<file path="src/rtl/weighted_rr_arbiter_if.sv">
// Request/grant bundle for the weighted round-robin arbiter.
// The master drives requests and weights; the slave returns the grant.
interface weighted_rr_arbiter_if #(
  parameter int N  = 4,
  parameter int WW = 4,
  parameter int IW = $clog2(N)
);
  logic [N-1:0]    req;
  logic [N-1:0]    last;
  logic [N*WW-1:0] weight;
  logic [N-1:0]    gnt;
  logic [IW-1:0]   gnt_id;
  logic            valid;

  modport master (
    output req, last, weight,
    input  gnt, gnt_id, valid
  );

  modport slave (
    input  req, last, weight,
    output gnt, gnt_id, valid
  );
endinterface

</file>
<file path="src/rtl/weighted_rr_arbiter.sv">
// Weighted round-robin arbiter with registered grant.
// Owners hold for up to weight+1 cycles; handoff has no bubble.
module weighted_rr_arbiter #(
  parameter int N  = 4,
  parameter int WW = 4,
  parameter int IW = $clog2(N)
) (
  input logic clk,
  input logic rst,
  weighted_rr_arbiter_if.slave bus
);

  localparam logic [0:0] IDLE = 1'b0;
  localparam logic [0:0] BUSY = 1'b1;

  logic [0:0]    state_q, state_d;
  logic [IW-1:0] ptr_q, ptr_d;
  logic [WW-1:0] cnt_q, cnt_d;
  logic [N-1:0]  gnt_q, gnt_d;
  logic [IW-1:0] gnt_id_q, gnt_id_d;

  logic [IW-1:0] nxt_ptr;
  logic [IW-1:0] base;
  logic          arb;
  logic [IW:0]   sel;
  logic          rel;

  // Circular search from base; lowest offset wins.
  function automatic logic [IW:0] pick(
    input logic [N-1:0]  r,
    input logic [IW-1:0] b
  );
    logic [IW:0] res;
    int          idx;
    res = '0;
    for (int i = N - 1; i >= 0; i--) begin
      idx = int'(b) + i;
      if (idx >= N) idx = idx - N;
      if (r[idx]) res = {1'b1, IW'(idx)};
    end
    return res;
  endfunction

  // gnt_id_q doubles as the owner index while BUSY.
  assign nxt_ptr = (gnt_id_q == IW'(N - 1)) ? '0
                 : gnt_id_q + 1'b1;

  assign rel = !bus.req[gnt_id_q]
            || bus.last[gnt_id_q]
            || (cnt_q == '0);

  assign sel = pick(bus.req, base);

  always_comb begin
    state_d  = state_q;
    ptr_d    = ptr_q;
    cnt_d    = cnt_q;
    gnt_d    = gnt_q;
    gnt_id_d = gnt_id_q;
    base     = ptr_q;
    arb      = 1'b0;

    unique case (state_q)
      IDLE: arb = 1'b1;
      BUSY: begin
        if (rel) begin
          arb   = 1'b1;
          base  = nxt_ptr;
          ptr_d = nxt_ptr;
        end else begin
          cnt_d = cnt_q - 1'b1;
        end
      end
      default: arb = 1'b1;
    endcase

    if (arb) begin
      if (sel[IW]) begin
        state_d  = BUSY;
        gnt_d    = '0;
        gnt_d[sel[IW-1:0]] = 1'b1;
        gnt_id_d = sel[IW-1:0];
        cnt_d    = bus.weight[int'(sel[IW-1:0])*WW +: WW];
      end else begin
        state_d  = IDLE;
        gnt_d    = '0;
        gnt_id_d = '0;
      end
    end
  end

  always_ff @(posedge clk) begin
    if (rst) begin
      state_q  <= IDLE;
      ptr_q    <= '0;
      cnt_q    <= '0;
      gnt_q    <= '0;
      gnt_id_q <= '0;
    end else begin
      state_q  <= state_d;
      ptr_q    <= ptr_d;
      cnt_q    <= cnt_d;
      gnt_q    <= gnt_d;
      gnt_id_q <= gnt_id_d;
    end
  end

  assign bus.gnt    = gnt_q;
  assign bus.gnt_id = gnt_id_q;
  assign bus.valid  = |gnt_q;

endmodule
</file>
<file path="src/flat_wrapper.sv">
// flat-port wrapper written by rule: the top's interface ports become plain ports
module weighted_rr_arbiter_flat 
#(
  parameter int N  = 4,
  parameter int WW = 4,
  parameter int IW = $clog2(N)
)
  (clk, rst, bus_req, bus_last, bus_weight, bus_gnt, bus_gnt_id, bus_valid);
  weighted_rr_arbiter_if #(.N(N), .WW(WW), .IW(IW)) bus_i ();
  input logic clk;
  input logic rst;
  input wire logic [$bits(bus_i.req)-1:0] bus_req;
  input wire logic [$bits(bus_i.last)-1:0] bus_last;
  input wire logic [$bits(bus_i.weight)-1:0] bus_weight;
  output wire logic [$bits(bus_i.gnt)-1:0] bus_gnt;
  output wire logic [$bits(bus_i.gnt_id)-1:0] bus_gnt_id;
  output wire logic [$bits(bus_i.valid)-1:0] bus_valid;
  assign bus_i.req = bus_req;
  assign bus_i.last = bus_last;
  assign bus_i.weight = bus_weight;
  assign bus_gnt = bus_i.gnt;
  assign bus_gnt_id = bus_i.gnt_id;
  assign bus_valid = bus_i.valid;
  weighted_rr_arbiter #(.N(N), .WW(WW), .IW(IW)) u_core (.clk(clk), .rst(rst), .bus(bus_i));
endmodule
</file>
<file path="config.mk">
export PLATFORM = sky130hd
export DESIGN_NAME = weighted_rr_arbiter_flat
export DESIGN_NICKNAME = d
export VERILOG_FILES = /design/src/rtl/weighted_rr_arbiter_if.sv /design/src/rtl/weighted_rr_arbiter.sv /design/src/flat_wrapper.sv
export SDC_FILE = /design/constraint.sdc
export NUM_CORES = 1
export LEC_CHECK = 0
export BUFFER_PORTS_ARGS = -buffer_cell sky130_fd_sc_hd__buf_2
export CAP_MARGIN = 20
export CORE_AREA = 3 3 61 63
export CTS_BUF_LIST = sky130_fd_sc_hd__clkbuf_8
export CTS_CLUSTER_SIZE = 28
export DETAILED_ROUTE_END_ITERATION = 10
export DIE_AREA = 0 0 64 66
export PLACE_DENSITY_LB_ADDON = 0.12
export SYNTH_ARGS = -nofsm -noshare
export SYNTH_HDL_FRONTEND = slang
export SYNTH_SLANG_ARGS = --single-unit
</file>
<file path="constraint.sdc">
create_clock -name clk -period 3.35 [get_ports clk]
set_input_delay 0.335 -clock clk [delete_from_list [all_inputs] [get_ports clk]]
set_output_delay 0.335 -clock clk [all_outputs]
set_load 0.05 [all_outputs]
</file>
==> metrics.txt, run 1 <==
status complete, no violations; drt first pass iters 4; cells after synthesis 110; CP peak stage delay 620 ps; Worst Path Buf+Inv 0; fmax 353.2 MHz; end of the worst register-to-register path u_core.cnt_q[0]$_SDFF_PP0_; crit path launch u_core.bus.gnt_id[0]$_SDFFE_PP0N_; Overflow after GRT 0; vias in the first global route 964; synthesized net count 138; category of the worst setup path launch point flop; Die Area 4224 um2; # IOs 33; yosys warns 0; Top FF cell, synth dfxtp_1; Final HPWL DP 1857 um; number of diodes 0; leak pwr 0.0005119 uW; VDD IR max 0.0003934 V; final-report hold violation count 0; clock buffer depth 2; Reg2Reg Setup Slack 520 ps; Unique masters post-synth 40; Least-Margin Pin Slew 463.4 ps; setup bufs post-CTS 0; Setup-failing EPs final 0; Core ar. 3284 um2; commonest cells after routing, fill and taps aside buf_2 (32), dfxtp_1 (13), nor2_1 (12); Synth top area share 28.22%; Hold WC Path Type primary input to flop; CTS tree done; Slew HR 69.04%; Avg Cell Area, Syn 8.383 um2; clk root buf clkbuf_8; Seq pwr share 30.9%; Sw Pwr 294.2 uW; Yosys reg bits 13; combinational share of power 49.7%; TritonCTS Buffers 3; Clock power frac 19.3%; EDFF count, synth 0; Data arrival, critical path 2960 ps; cell area after synthesis 922.1 um2; nets 174; largest net degree at the start of global routing 14; final wirelength 2399 um; Async SR Flop Fraction 0%; Die H 66 um; synthesis-to-finish area growth 28.09%; crit-path cells mux4_2 -> mux2i_1 -> o21ai_0 -> a211oi_2 -> mux2_1 -> a221oi_1 -> a21oi_1; clock slew at the register clock pins of the worst setup and hold paths 60 ps; crit path time final 2831 ps; Crit Reg-Reg Startpoint u_core.bus.gnt_id[0]$_SDFFE_PP0N_; sw frac 41.89%; Num Clock Sinks 13; max cap viols 0; Starting Density 28.08%; Slowest-stage cell, CP mux4_2; CTS hold repair buffers 0; max-slew violations 0; number of fill cells 345; critical path depth in cells 7; hold path depth 2; Worst EP required 3470 ps; kind of critical path flop to flop; DRC Markers 0; dominant cell type by area after synthesis dfxtp_1; Clock Skews 5.423 ps; DR vias/cell 4.806; Place WS 494.2 ps; drt wl/cell 12.56 um; # rows 21; top cells by area, synth dfxtp_1 (28%), mux2i_1 (6.5%), mux2_1 (4.9%); Clock Latency Late Sink 240 ps; die width 64 um; I/O Buffers 32; antenna violations before repair 0; crit share post-route 84.50%; cells on worst reg2reg path 7; global-route usage over all layers 12.51%; global-route wire length before repair 4174 um; register area share after synthesis 28.22%; routed vias 918; setup TNS 0 ps; FF/Latch Area 260.3 um2; Worst Path Max Fanout 8; Cell Pwr Density 594.6 nW/um2; CTS resizes 0; multi-input logic area 624.3 um2; initial DRC count 31; antenna-violating nets left 0; internal power 408.2 uW; RSZ-0062 raised after global routing no; GP Congestion 0.9213; ratio of cells with drive above 1 in the final layout 33.10%; Worst path top cell family by delay multiplexers; final worst slack 519.1 ps; worst setup path endpoint u_core.cnt_q[0]$_SDFF_PP0_; CP Capture Type flop; CTS H-tree lvls 1; most common cell after layout, fill and taps aside buf_2
## per-stage QoR
| step | std cells | instance area, um2 | hold slack, ps | power, uW | util, % |
|---|---|---|---|---|---|
| CTS | 191 | 1181 | 438.0 | 712.3 | 35.96 |
| global placement | 187 | 1136 | 502.2 | 575.4 | 34.59 |
| floorplan | 110 | 922.1 | 457.2 | 493.3 | - |
| global route | 191 | 1181 | 451.1 | 760.2 | 35.96 |
| detailed placement | 187 | 1136 | 496.0 | 573.2 | 34.59 |
| finish | 191 | 1181 | 426.7 | 702.3 | 35.96 |
## Yosys cell counts (all sizes together) (3+ instances only)
cell type and instances:
o21ai 6, nand2 10, inv 5, a22oi 3
mux2 6, dfxtp 13, nand2b 5, a21oi 6
a31oi 3, mux2i 6, nor2 12
## worst reg2reg max path, stage by stage (launching register included)
cell and delay [ps]:
dfxtp_1 470, mux4_2 630, mux2i_1 280, o21ai_0 160
a211oi_2 430, mux2_1 370, a221oi_1 280, a21oi_1 100
## final cells by class
class / count / area share [%]
Clock inverter: 1 / 0.3178
Timing Repair Buffer: 34 / 14.83
Multi-Input combinational cell: 89 / 52.86
Clock buffer: 3 / 3.496
Inverter: 5 / 1.589
Tap cell: 46 / 4.873
Sequential cell: 13 / 22.03
## kinds of logic after synthesis
group           synth area share, %
compound gates                25.64
fa+ha+maj                     2.713
buf+inv                       4.071
flops                         28.22
mux                           16.69
simple gates                  22.66
## how the worst min path moves through the flow
stage,startpoint,to,slack (ps)
floorplan,u_core.ptr_q[0]$_SDFF_PP0_,u_core.ptr_q[0]$_SDFF_PP0_,460
global placement,u_core.ptr_q[0]$_SDFF_PP0_,u_core.ptr_q[0]$_SDFF_PP0_,500
detailed placement,u_core.ptr_q[0]$_SDFF_PP0_,u_core.ptr_q[0]$_SDFF_PP0_,500
CTS,rst,u_core.state_q$_SDFFE_PP0N_,440
global route,rst,u_core.bus.gnt[2]$_SDFFE_PP0N_,450
finish,rst,u_core.state_q$_SDFFE_PP0N_,430
## sequential cells by signal, summed over array words and instances (netlist names)
| signal | flops |
|---|---|
| u_core.cnt_q | 4 |
| u_core.state_q | 1 |
| u_core.ptr_q | 2 |
| u_core.bus.gnt_id | 2 |
| u_core.bus.gnt | 4 |
## metal layers
metal	part of all wire, %	global-route usage [%]	vias to the layer above
li1	-	-	481
met1	47	15.50	411
met2	45	20.26	22
met3	6.2	3.061	4
met4	1.3	5.930	0
met5	0	0	-
## power by group through the flow
| stage | registers [uW] | logic, uW | clock network, uW |
|---|---|---|---|
| 2_1_floorplan | 258 | 236 | 0 |
| 3_3_place_gp | 220 | 356 | 0 |
| 3_5_place_dp | 220 | 353 | 0 |
| 4_1_cts | 218 | 354 | 140 |
| 5_1_grt | 222 | 387 | 151 |
| 6_report | 217 | 349 | 136 |
Power figures use the tool's default switching activity.
==> inputs of run 2 (changes only) <==
ABC_AREA = 1   (was unset)
CORE_AREA = 3 3 69 71   (was 3 3 61 63)
DIE_AREA = 0 0 72 74   (was 0 0 64 66)
clock period = 2.5 ns   (was 3.35 ns; I/O delays follow)
==> metrics.txt, run 2 <==
drt wl/cell 10.93 um; Setup-failing EPs final 0; grt met1 use 16.11%; GR met3 Demand/Resource 1.892%; Worst EP required 2640 ps; end of the worst register-to-register path u_core.cnt_q[2]$_SDFF_PP0_; worst-case hold path end point u_core.cnt_q[0]$_SDFF_PP0_; category of the worst setup path launch point flop; Crit Reg-Reg Startpoint u_core.cnt_q[1]$_SDFF_PP0_; crit path launch u_core.cnt_q[1]$_SDFF_PP0_; Async SR Flop Fraction 0%; hold path depth 2; Slew HR 80.01%; I/O Buffers 32; CTS H-tree lvls 1; Avg Cell Area, Syn 6.211 um2; DR vias/cell 4.516; vias in the first global route 1213; Num Clock Sinks 13; synth cell count leaders nand2_1 (57), inv_1 (33), nand3_1 (23); fmax 438.4 MHz; GP Congestion 0.8005; ratio of cells with drive above 1 in the final layout 36.29%; Clock Latency Late Sink 240 ps; routed vias 1305; Synth top area share 21.60%; Layout Cells excl Fill 289; grt met2 use 19.49%; Clock Skews 0.4576 ps; global-route usage over all layers 11.81%; DRC Markers 0; CTS tree done; max cap viols 0; antenna-violating nets left 0; Least-Margin Pin Slew 299.4 ps; most common cell after layout, fill and taps aside nand2_1; Worst Path Max Fanout 13; dominant cell type by area after synthesis dfxtp_1; critical hold path startpoint rst; final wirelength 3158 um; nets 266; yosys warns 0; die width 72 um; final-report hold violation count 0; kind of critical path flop to flop; Yosys reg bits 13; # IOs 33; # rows 24; clk root buf clkbuf_8; commonest cells after routing, fill and taps aside nand2_1 (50), inv_1 (34), buf_2 (32); cells on worst reg2reg path 20; Die Area 5328 um2; Die H 74 um; clock slew at the register clock pins of the worst setup and hold paths 60 ps; CP Capture Type flop; Overflow after GRT 0; antenna violations before repair 0; Hold WC Path Type primary input to flop; Reg2Reg Setup Slack 220 ps; max-slew violations 0; top cells by area, synth dfxtp_1 (22%), nand2_1 (18%), inv_1 (10%); status complete, no violations; Unique masters post-synth 33; dpl cells 275; cells after synthesis 194; cell area after synthesis 1205 um2; Starting Density 28.06%; largest net degree at the start of global routing 16; register area share after synthesis 21.60%; crit path time final 2281 ps; TritonCTS Buffers 3; clock buffer depth 2; drt first pass iters 4; number of diodes 0; initial DRC count 59; Top FF cell, synth dfxtp_1; Final HPWL DP 2491 um; Core ar. 4294 um2; synthesized net count 222; most frequent cell after synthesis nand2_1; EDFF count, synth 0; number of fill cells 500; crit share post-route 91.24%; Data arrival, critical path 2430 ps; gr busiest metal met2; synthesis-to-finish area growth 32.40%; global-route wire length before repair 5154 um
[run 2: cell types whose count changed in the layout (fill, tap and decap cells not counted), moves of 5 or more]
cell / previous run / this run
nand3_1: 2 / 23
mux2i_1: 6 / 0
inv_1: 6 / 34
nand2b_1: 5 / 0
nand2_1: 10 / 50
nand2_2: 0 / 19
buf_4: 2 / 9
[run 2: worst max path at each step]
stage | endpoint | slack, ps | cells past startpoint
floorplan | u_core.cnt_q[2]$_SDFF_PP0_ | 30 | 20
global placement | u_core.cnt_q[3]$_SDFF_PP0_ | 40 | 18
CTS | u_core.cnt_q[3]$_SDFF_PP0_ | 30 | 18
detailed placement | u_core.cnt_q[3]$_SDFF_PP0_ | 40 | 18
global route | u_core.cnt_q[0]$_SDFF_PP0_ | -20 | 21
finish | u_core.cnt_q[2]$_SDFF_PP0_ | 220 | 20
[run 2: worst max-delay path, cell delays in order (launching register included)]
cell      delay [ps]
dfxtp_1          320
inv_1             50
ha_1             190
nand2_2          100
nand3_4          120
nand2_4          120
nand2_8           80
nand2_8           90
nand2_1          100
o21ai_4           80
nand2_2           70
nand2_1           80
inv_2             40
nand2_2           90
inv_2             50
nand2_4          120
nand2_8          100
o211ai_1         170
nand3_1          100
nand2_1           70
inv_1             30
[run 2: per-layer routing]
metal / up-vias / part of all wire [%]
met4: 0 / 1.3
met2: 34 / 45
met5: - / 0
li1: 694 / -
met3: 5 / 5.2
met1: 572 / 48
[run 2: kinds of logic after synthesis]
logic type,Yosys count,share of synthesized area (%)
and+or+nand+nor,119,49.74
buffers and inverters,40,14.02
AOI/OAI and AO/OA,18,11.11
DFF,13,21.60
xor gates and xnor gates,2,1.454
adders and majority gates,2,2.077
[run 2: per-stage QoR]
stage	TNS (ps)	utilization, %	area [um2]	hold WS, ps	setup slack [ps]
2_1_floorplan	0	-	1206	385.4	28.54
3_3_place_gp	0	32.63	1401	483.2	42.50
3_5_place_dp	0	32.63	1401	472.2	44.11
4_1_cts	0	33.68	1446	342.2	34.47
5_1_grt	-18.59	37.15	1595	346.3	-18.44
6_report	0	37.15	1595	338.1	219.0
[run 2: final cells by class]
type	count	area, um2	area share [%]
Inverter	37	138.9	8.706
Multi-Input combinational cell	142	854.6	53.57
Sequential cell	13	264.0	16.55
Clock buffer	3	41.29	2.588
Tap cell	52	65.06	4.078
Timing Repair Buffer	41	227.7	14.27
Clock inverter	1	3.754	0.2353
[run 2: timing repair]
item                                    4_1_cts  5_1_grt
hold buffers                                  0        0
buffers inserted                              0        9
gates resized for setup                       0       16
endpoints found under the setup margin        0       10
Power of run 2 is not shown: default switching activity piles up to over one toggle a cycle in this logic, so the estimate is an artifact.
